`src/rtl/mem_bus_arbiter_pkg.sv`:
```
// mem_bus_pkg: shared types and constants for the memory bus arbiter.
//   state_t  - transaction FSM states (IDLE / ISSUE / WAIT)
//   OWN_*    - encoding of the debug owner field and of 2-bit grant vectors
//              (bit 0 = IFU, bit 1 = LSU)
//   *_DEF    - default address/data widths
package mem_bus_pkg;

   localparam int ADDR_W_DEF = 32;
   localparam int DATA_W_DEF = 32;

   typedef enum logic [1:0] {
      IDLE  = 2'd0,
      ISSUE = 2'd1,
      WAIT  = 2'd2
   } state_t;

   localparam logic [1:0] OWN_NONE = 2'b00;
   localparam logic [1:0] OWN_IFU  = 2'b01;
   localparam logic [1:0] OWN_LSU  = 2'b10;

endpackage

```
`src/rtl/mem_bus_arbiter_rr.sv`:
```
// rr_arbiter2: two-requester round-robin grant.
//   clk, rst - clock, asynchronous active-low reset
//   en       - arbitration allowed this cycle (grant forced to 0 otherwise)
//   req      - request vector, bit 0 = IFU, bit 1 = LSU
//   gnt      - one-hot grant (combinational), same bit order as req
// Every non-zero grant is taken as a handshake (grant only goes to a valid
// requester), so the last-grant pointer advances on any grant.
module rr_arbiter2
   import mem_bus_pkg::*;
(
   input  logic       clk,
   input  logic       rst,
   input  logic       en,
   input  logic [1:0] req,
   output logic [1:0] gnt
);

   // 0 = IFU won last, 1 = LSU won last; reset to IFU so the first
   // contention goes to the LSU.
   logic last_lsu;

   always_comb begin
      gnt = OWN_NONE;
      if (en) begin
         case (req)
            2'b01:   gnt = OWN_IFU;
            2'b10:   gnt = OWN_LSU;
            2'b11:   gnt = last_lsu ? OWN_IFU : OWN_LSU;
            default: gnt = OWN_NONE;
         endcase
      end
   end

   always_ff @(posedge clk or negedge rst) begin
      if (!rst)
         last_lsu <= 1'b0;
      else if (|gnt)
         last_lsu <= gnt[1];
   end

endmodule

```
`src/rtl/mem_bus_arbiter.sv`:
```
// mem_bus_arbiter: shares one memory port between the IFU (read-only) and
// the LSU (read/write). One outstanding transaction, round-robin grant,
// response watchdog that answers with an error when memory stalls.
//   clk, rst          - clock, asynchronous active-low reset
//   ifu_req_* / ifu_addr, ifu_rsp_*         - fetch master
//   lsu_req_* / lsu_addr/wen/wdata/wmask, lsu_rsp_* - load/store master
//   mem_req_* / mem_addr/wen/wdata/wmask, mem_rsp_* - memory port
//   owner             - debug: 00 none, 01 IFU, 10 LSU
module mem_bus_arbiter
   import mem_bus_pkg::*;
#(
   parameter int ADDR_W  = ADDR_W_DEF,
   parameter int DATA_W  = DATA_W_DEF,
   parameter int TIMEOUT = 256,
   parameter int CNT_W   = 9
) (
   input  logic                clk,
   input  logic                rst,
   input  logic                ifu_req_valid,
   output logic                ifu_req_ready,
   input  logic [ADDR_W-1:0]   ifu_addr,
   output logic                ifu_rsp_valid,
   output logic [DATA_W-1:0]   ifu_rsp_data,
   output logic                ifu_rsp_err,
   input  logic                lsu_req_valid,
   output logic                lsu_req_ready,
   input  logic [ADDR_W-1:0]   lsu_addr,
   input  logic                lsu_wen,
   input  logic [DATA_W-1:0]   lsu_wdata,
   input  logic [DATA_W/8-1:0] lsu_wmask,
   output logic                lsu_rsp_valid,
   output logic [DATA_W-1:0]   lsu_rsp_data,
   output logic                lsu_rsp_err,
   output logic                mem_req_valid,
   input  logic                mem_req_ready,
   output logic [ADDR_W-1:0]   mem_addr,
   output logic                mem_wen,
   output logic [DATA_W-1:0]   mem_wdata,
   output logic [DATA_W/8-1:0] mem_wmask,
   input  logic                mem_rsp_valid,
   input  logic [DATA_W-1:0]   mem_rsp_rdata,
   output logic [1:0]          owner
);

   localparam int MASK_W = DATA_W / 8;
   // The counter clears at the grant edge and first counts in the ISSUE
   // cycle, so it reaches TIMEOUT at the end of cycle TIMEOUT after grant.
   // Expiry is flagged in that cycle, i.e. while it still reads TIMEOUT-1.
   localparam logic [CNT_W-1:0] WD_LAST = CNT_W'(TIMEOUT - 1);

   state_t              state, state_nxt;
   logic [ADDR_W-1:0]   lat_addr;
   logic                lat_wen;
   logic [DATA_W-1:0]   lat_wdata;
   logic [MASK_W-1:0]   lat_wmask;
   logic [CNT_W-1:0]    wd;
   logic [1:0]          gnt;
   logic                arb_en, busy, expire, rsp_ok, rsp_err, rsp_fire;
   logic [DATA_W-1:0]   rsp_data;

   // Grants are only offered in IDLE and never while reset is held, so no
   // ready can be seen during reset even with a master requesting.
   assign arb_en = (state == IDLE) && rst;

   rr_arbiter2 u_arb (
      .clk (clk),
      .rst (rst),
      .en  (arb_en),
      .req ({lsu_req_valid, ifu_req_valid}),
      .gnt (gnt)
   );

   assign busy     = (state == ISSUE) || (state == WAIT);
   assign expire   = (TIMEOUT != 0) && busy && (wd == WD_LAST);
   // A real response in WAIT always beats a simultaneous expiry; responses
   // outside WAIT are stray and dropped.
   assign rsp_ok   = (state == WAIT) && mem_rsp_valid;
   assign rsp_err  = expire && !rsp_ok;
   assign rsp_fire = rsp_ok || rsp_err;

   // State register
   always_ff @(posedge clk or negedge rst) begin
      if (!rst)
         state <= IDLE;
      else
         state <= state_nxt;
   end

   // Next-state logic
   always_comb begin
      state_nxt = state;
      case (state)
         IDLE:  if (|gnt) state_nxt = ISSUE;
         ISSUE: begin
            if (expire)             state_nxt = IDLE;
            else if (mem_req_ready) state_nxt = WAIT;
         end
         WAIT:  if (rsp_fire) state_nxt = IDLE;
         default: state_nxt = IDLE;
      endcase
   end

   // Request latch, owner and watchdog
   always_ff @(posedge clk or negedge rst) begin
      if (!rst) begin
         owner     <= OWN_NONE;
         lat_addr  <= '0;
         lat_wen   <= 1'b0;
         lat_wdata <= '0;
         lat_wmask <= '0;
         wd        <= '0;
      end else if (|gnt) begin
         owner <= gnt;
         wd    <= '0;
         if (gnt[1]) begin
            lat_addr  <= lsu_addr;
            lat_wen   <= lsu_wen;
            lat_wdata <= lsu_wdata;
            lat_wmask <= lsu_wmask;
         end else begin
            lat_addr  <= ifu_addr;
            lat_wen   <= 1'b0;
            lat_wdata <= '0;
            lat_wmask <= '0;
         end
      end else if (busy) begin
         wd <= wd + 1'b1;
         if (state_nxt == IDLE)
            owner <= OWN_NONE;
      end
   end

   // Output logic
   always_comb begin
      ifu_req_ready = gnt[0];
      lsu_req_ready = gnt[1];

      // Valid drops in the expiry cycle so a late ready cannot complete a
      // handshake for a transaction that has already been errored out.
      mem_req_valid = (state == ISSUE) && !expire;
      mem_addr      = '0;
      mem_wen       = 1'b0;
      mem_wdata     = '0;
      mem_wmask     = '0;
      if (state == ISSUE) begin
         mem_addr  = lat_addr;
         mem_wen   = lat_wen;
         mem_wdata = lat_wdata;
         mem_wmask = lat_wmask;
      end

      // Stores and errors return zero data.
      rsp_data = (rsp_ok && !lat_wen) ? mem_rsp_rdata : '0;

      ifu_rsp_valid = rsp_fire && (owner == OWN_IFU);
      ifu_rsp_err   = rsp_err  && (owner == OWN_IFU);
      ifu_rsp_data  = (owner == OWN_IFU) ? rsp_data : '0;
      lsu_rsp_valid = rsp_fire && (owner == OWN_LSU);
      lsu_rsp_err   = rsp_err  && (owner == OWN_LSU);
      lsu_rsp_data  = (owner == OWN_LSU) ? rsp_data : '0;
   end

endmodule

```
`config.mk`:
```
export PLATFORM = sky130hd
export DESIGN_NAME = mem_bus_arbiter
export DESIGN_NICKNAME = d
export VERILOG_FILES = /design/src/rtl/mem_bus_arbiter_pkg.sv /design/src/rtl/mem_bus_arbiter_rr.sv /design/src/rtl/mem_bus_arbiter.sv
export SDC_FILE = /design/constraint.sdc
export NUM_CORES = 1
export LEC_CHECK = 0
export BUFFER_PORTS_ARGS = -buffer_cell sky130_fd_sc_hd__buf_4
export CORE_ASPECT_RATIO = 1.2
export CORE_UTILIZATION = 25
export DETAILED_ROUTE_END_ITERATION = 10
export PLACE_DENSITY = 0.63
export SETUP_SLACK_MARGIN = 0.3
export SYNTH_ARGS = -nofsm -noshare
export SYNTH_HDL_FRONTEND = slang
export SYNTH_HIERARCHICAL = 1
export SYNTH_SLANG_ARGS = --single-unit
```
`constraint.sdc`:
```
create_clock -name clk -period 5.75 [get_ports clk]
set_clock_uncertainty 0.05 [all_clocks]
set_input_delay 0.575 -clock clk [delete_from_list [all_inputs] [get_ports clk]]
set_output_delay 0.575 -clock clk [all_outputs]
set_load 0.01 [all_outputs]
```
# Word level (Yosys, flattened, before mapping)

Cells that the tools add are included.

Add/sub/neg operators: 1
Equal/unequal tests: 8
Muxes and demuxes: 24
Reductions and logical operators: 21

Operators by type and width:

| kind                | count |
|---|---|
| $mux 32             | 7 |
| $mux 2              | 9 |
| $mux 9              | 2 |
| $pmux 2 s3          | 2 |
| $logic_and 1x1->1   | 10 |
| $add 9x1->9 const B | 1 |
| $eq 9x8->1 const B  | 1 |
| $eq 2x2->1 const B  | 4 |
| $mux 4              | 2 |
| $eq 2x1->1 const B  | 3 |
| $logic_not 2->1     | 2 |
| $reduce_bool 2->1   | 2 |
| $logic_not 1->1     | 3 |
| $logic_or 1x1->1    | 2 |
| $mux 1              | 2 |
| $reduce_and 2->1    | 1 |
| $reduce_or 2->1     | 1 |

Logic and storage cells: 62
Output and inout port bits: 142
Flip-flop bits (word level): 83
Input bits: 139

# Depth between registers and ports, before layout

Depth in word-level cells: 11
Gate-level depth with buffers: 11
Gate-level depth less buffers: 9

# By module

The synthesis kept the hierarchy.

By module, submodules not included:

| module          | cells each | area each (µm²) | seq. area each (µm²) | times used |
|---|---|---|---|---|
| mem_bus_arbiter | 453        | 4,404.2         | 2,052.0              | 1 |
| rr_arbiter2     | 8          | 61.3            | 25.0                 | 1 |

# Worst setup path before layout

No wires, ideal clock.

Path kind: register to register
Start: reg state[0]
End: reg owner[0]
Setup time: 0.088 ns
Required time: 5.612 ns
Clock period less this slack: 2.162 ns
Buffers on the path: 1
Arrival: 2.024 ns
Slack: 3.588 ns
Stages on the path, launching flop included: 11
Cells stage by stage: dfrtp_1 inv_1 ha_1 and2_1 nand2_1 a21oi_1 or2_1 buf_4 o21ai_2 a21o_1 a41oi_1

Elaborated cells on any way between the ends: 22
Those cells by class: eq/ne (2); mux (7); reduce/logical (13)

RTL lines:

| what                               | line                                          | text |
|---|---|---|
| start, declared                    | mem_bus_arbiter.sv:51                         | `state_t state, state_nxt;` |
| start signal, assigned             | mem_bus_arbiter.sv:86                         | `state <= state_nxt;` |
| $logic_not 2->1 (*)                | mem_bus_arbiter.sv:63                         | `assign arb_en = (state == IDLE) && rst;` |
| $logic_and 1x1->1 (*)              | mem_bus_arbiter.sv:63                         |  |
| via arb_en                         | mem_bus_arbiter.sv:58                         | `logic arb_en, busy, expire, rsp_ok, rsp_err, rsp_fire;` |
| $mux 2 (*)                         | mem_bus_arbiter_rr.sv:24                      | `if (en) begin` |
| via lsu_req_ready                  | mem_bus_arbiter.sv:26                         | `output logic lsu_req_ready,` |
| $reduce_or 2->1 (*)                | mem_bus_arbiter.sv:93, mem_bus_arbiter.sv:112 |  |
| $mux 2                             | mem_bus_arbiter.sv:93                         | `IDLE: if (\|gnt) state_nxt = ISSUE;` |
| $pmux 2 s3                         | mem_bus_arbiter.sv:92                         | `case (state)` |
| $logic_not 2->1                    | mem_bus_arbiter.sv:128                        | `if (state_nxt == IDLE)` |
| $reduce_bool 2->1 (no source line) | -                                             |  |
| $reduce_and 2->1 (no source line)  | -                                             |  |
| end signal, assigned               | mem_bus_arbiter.sv:113                        | `owner <= gnt;` |
| end, declared                      | mem_bus_arbiter.sv:42                         | `output logic [1:0] owner` |

Mark *: on every way through the listed nets, which the timed path passes. The rest lies on a longest branch.
A chain may end at the register's enable or synchronous reset.

# Worst setup path after layout

Start: reg state[0]
End: out ifu_req_ready

Word-level cells in the longest chain between the ends: 3

Ends and longest elaborated chain:

| what              | line                     | text |
|---|---|---|
| $logic_not 2->1   | mem_bus_arbiter.sv:63    |  |
| $logic_and 1x1->1 | mem_bus_arbiter.sv:63    |  |
| via arb_en        | mem_bus_arbiter.sv:58    |  |
| $mux 2            | mem_bus_arbiter_rr.sv:24 |  |
| end, declared     | mem_bus_arbiter.sv:20    | `output logic ifu_req_ready,` |

The timed path passes the listed nets, and every way through them passes these cells.

==> out/summary.log <==
[timing] portion of the clock cycle consumed by the worst path in the final layout 59.3%
[timing] Slew Viols, Final 0
[global_routing] global-route total usage across every layer 16.0%
[placement] post-detailed-placement half-perimeter wirelength 11200 um
[timing] crit path setup slack, layout 2.34 ns
[global_routing] vias in the first global route 3996
[global_routing] initial antenna violation count 1
[drt] ANT nets after route 0
[floorplan] standard cell core area 17500 um2
[timing] worst slew margin relative to its limit 29.0%
[yosys] library cells used by synthesis 32
[clock_tree] later-pin clock latency in the skew report 0.34 ns
[clock_tree] Sinks on Clock Net 83
[placement] weighted congestion reported at the end of routability-driven placement 0.755
[timing] RSZ-0062 raised after global routing false
[yosys] number of synthesized register bits 83
[yosys] post-synthesis instance total 461
[cells_and_area] growth of design area from synthesis to finish 57.0%
[drt] DRT Pass-1 Iters 4
[placement] worst slack after detailed placement 2.31 ns
[timing] Hold Slack 0.170 ns
[cells_and_area] post-layout utilization of the core 40.0%
[clock_tree] maximum clock path buffer count 2
[setup_path] required time worst endpoint 5.12 ns
[status] status finished clean
[yosys] combined area of all synthesized cells 4470 um2
[global_routing] wire length of the first global-routing pass 21900 um
[drt] wire length per cell after detailed routing 15.6 um
[global_routing] largest net degree at the start of global routing 74
[timing] endpoints failing setup 0
[yosys] number of nets in the synthesized netlist 606
[floorplan] floorplan row count 53
[clock_tree] count of cells resized by post-cts repair 0
[floorplan] number of I/O pins 281
[setup_path] critical path class register to primary output
[yosys] portion of the post-synthesis area used by sequential elements 46.5%
[placement] count of buffers from port buffering 280
[timing] time the worst path needs with I/O delays and setup 3.41 ns
[clock_tree] Worst-path clk slew 0.06 ns
[drt] detailed-route via count 4212
[setup_path] element type at the critical path start register
[setup_path] arrival time of the worst setup path 2.78 ns
[floorplan] DIE HEIGHT 148 um
[power] power per unit of standard cell area 363 nW/um2
[min_path] Min-Delay Path Class primary input to async pin
[floorplan] die area 18400 um2
[power] VDD IR max 135 uV
[job] Max-Cap Viols 0
[setup_path] biggest fanout along the worst timing path 21
[floorplan] chip width 124 um
[cells_and_area] diodes inserted 0
[yosys] mean post-synth cell area 9.69 um2
[timing] final hold vios 0
[yosys] number of warnings printed during yosys synthesis 6
[power] static leakage 3.53 nW
[clock_tree] CTS buffer count 9
[setup_path] endpoint type of the worst setup path primary output
[placement] Post-Place Cells 933
[drt] number of vias per cell after detailed routing 4.45
[clock_tree] cell chosen for the clock root clkbuf_16
[drt] DRT Wirelength 14800 um
[clock_tree] H-tree lvl count 3
[drt] DRC violation count after routing 0
[cells_and_area] share of post-route cells with drive strength above 1 41.8%
[timing] sum of negative setup slack 0 ns
[clock_tree] clock tree from TritonCTS built
[cells_and_area] Final Non-Filler Cells 947
[cells_and_area] number of nets in the final layout 869
[timing] Worst Max-Slew Pin Slew 1.07 ns
[global_routing] total overflow reported by the global router 0
[clock_tree] Post-CTS Setup Bufs 0
[clock_tree] hold buffers post-CTS 0
[drt] number of DRC markers in iteration 0 126
[floorplan] starting density of the core 25.5%
[timing] maximum clock frequency 293 MHz
[path summary, 6_finish.rpt]
path / start / endpoint / slack (ns) / cells past startpoint
setup / recovery: state[0] / ifu_req_ready / 2.34 / 7
hold / removal: rst / lat_addr[26] / 0.17 / 1
setup reg to reg: state[0] / lat_addr[30] / 2.84 / 8
hold reg to reg: lat_wmask[1] / lat_wmask[1] / 0.44 / 1
max in group asynchronous: rst / owner[1] / 4.46 / 2
min in group clk: lsu_addr[8] / lat_addr[8] / 0.39 / 3
[state kept, by name, indices dropped and copies added (netlist names)]
| register | cells |
|---|---|
| owner | 2 |
| u_arb/last_lsu | 1 |
| lat_wen | 1 |
| wd | 9 |
| lat_wdata | 32 |
| state | 2 |
| lat_addr | 32 |
| lat_wmask | 4 |
[cell type report]
class | count | area (um2)
Fill cell | 1797 | 10500
Tap cell | 220 | 275
Inverter | 8 | 30.0
Clock buffer | 14 | 244
Multi-Input combinational cell | 335 | 2230
Timing Repair Buffer | 287 | 2150
Sequential cell | 83 | 2080
[synth_stat cells]
library cell / number / share of area (%)
and2_1: 135 / 19
dfrtp_1: 83 / 47
nand2_1: 40 / 3.4
a22o_1: 37 / 7.3
o21ai_0: 35 / 3.9
mux2i_1: 33 / 7.4
clkbuf_1: 17 / 1.4
buf_2: 11 / 1.2
nor2_1: 11 / 0.92
a21oi_1: 8 / 0.90
inv_1: 8 / 0.67
ha_1: 6 / 1.7
buf_1: 5 / 0.42
xor2_1: 4 / 0.78
nand3_1: 3 / 0.34
nand4_1: 3 / 0.42
a41oi_1: 2 / 0.39
and3_1: 2 / 0.28
nand2b_1: 2 / 0.28
nor2b_1: 2 / 0.28
nor3_2: 2 / 0.45
or3_1: 2 / 0.28
a211oi_1: 1 / 0.17
a21o_1: 1 / 0.17
a21oi_2: 1 / 0.20
a221o_1: 1 / 0.22
buf_4: 1 / 0.17
buf_6: 1 / 0.25
o211ai_1: 1 / 0.17
o21ai_2: 1 / 0.20
or2_1: 1 / 0.14
xnor2_1: 1 / 0.20
[stage by stage]
step	total power, mW	area, um2
after floorplan	1.59	4470
after global placement	2.05	6770
after detailed placement	2.07	6770
after CTS	2.59	7010
after global routing	2.74	7010
final	2.54	7010
[routing by layer]
metal	GRT usage, %	vias up	share of wire, %
met5	0	-	0.088
met4	5.42	2	1.8
met3	4.98	18	9.7
met2	27.9	191	50
met1	18.2	1937	38
li1	-	2064	-
[power by group]
group          internal [mW]  switching (mW)
Clock                  0.289           0.221
Combinational          0.538           0.535
Sequential             0.827           0.134
Total                   1.65           0.890
[cell usage in the layout (no fill, tap or decap), types with 2 or more instances in the layout]
cell type  instances
buf_4            287
and2_1           135
dfrtp_1           83
nand2_1           40
a22o_1            37
o21ai_0           35
mux2i_1           33
nor2_1            10
clkbuf_16          9
inv_1              8
a21oi_1            6
ha_1               5
clkbuf_1           5
xor2_1             4
nand3_1            3
nand4_1            3
and3_1             2
nor2b_1            2
nand2b_1           2
nor3_2             2
or3_1              2
a41oi_1            2
a21oi_4            2
[logic make-up after synthesis]
family | after synthesis | share of synthesized area, %
AOI/OAI and AO/OA | 88 | 13.6
DFF | 83 | 46.5
buffers and inverters | 43 | 4.17
muxes | 33 | 7.40
and+or+nand+nor | 203 | 25.7
xor gates and xnor gates | 5 | 0.981
adders and majority gates | 6 | 1.68
[worst max-delay path, cell delays in order, from the launching register on]
cell and delay [ns]:
dfrtp_1 0.44, inv_1 0.11, ha_1 0.26, and2_1 0.19, nand2_1 0.09, a21oi_4 0.72
buf_4 0.45, buf_4 0.18
No activity file was read; power rests on OpenSTA's default activity.
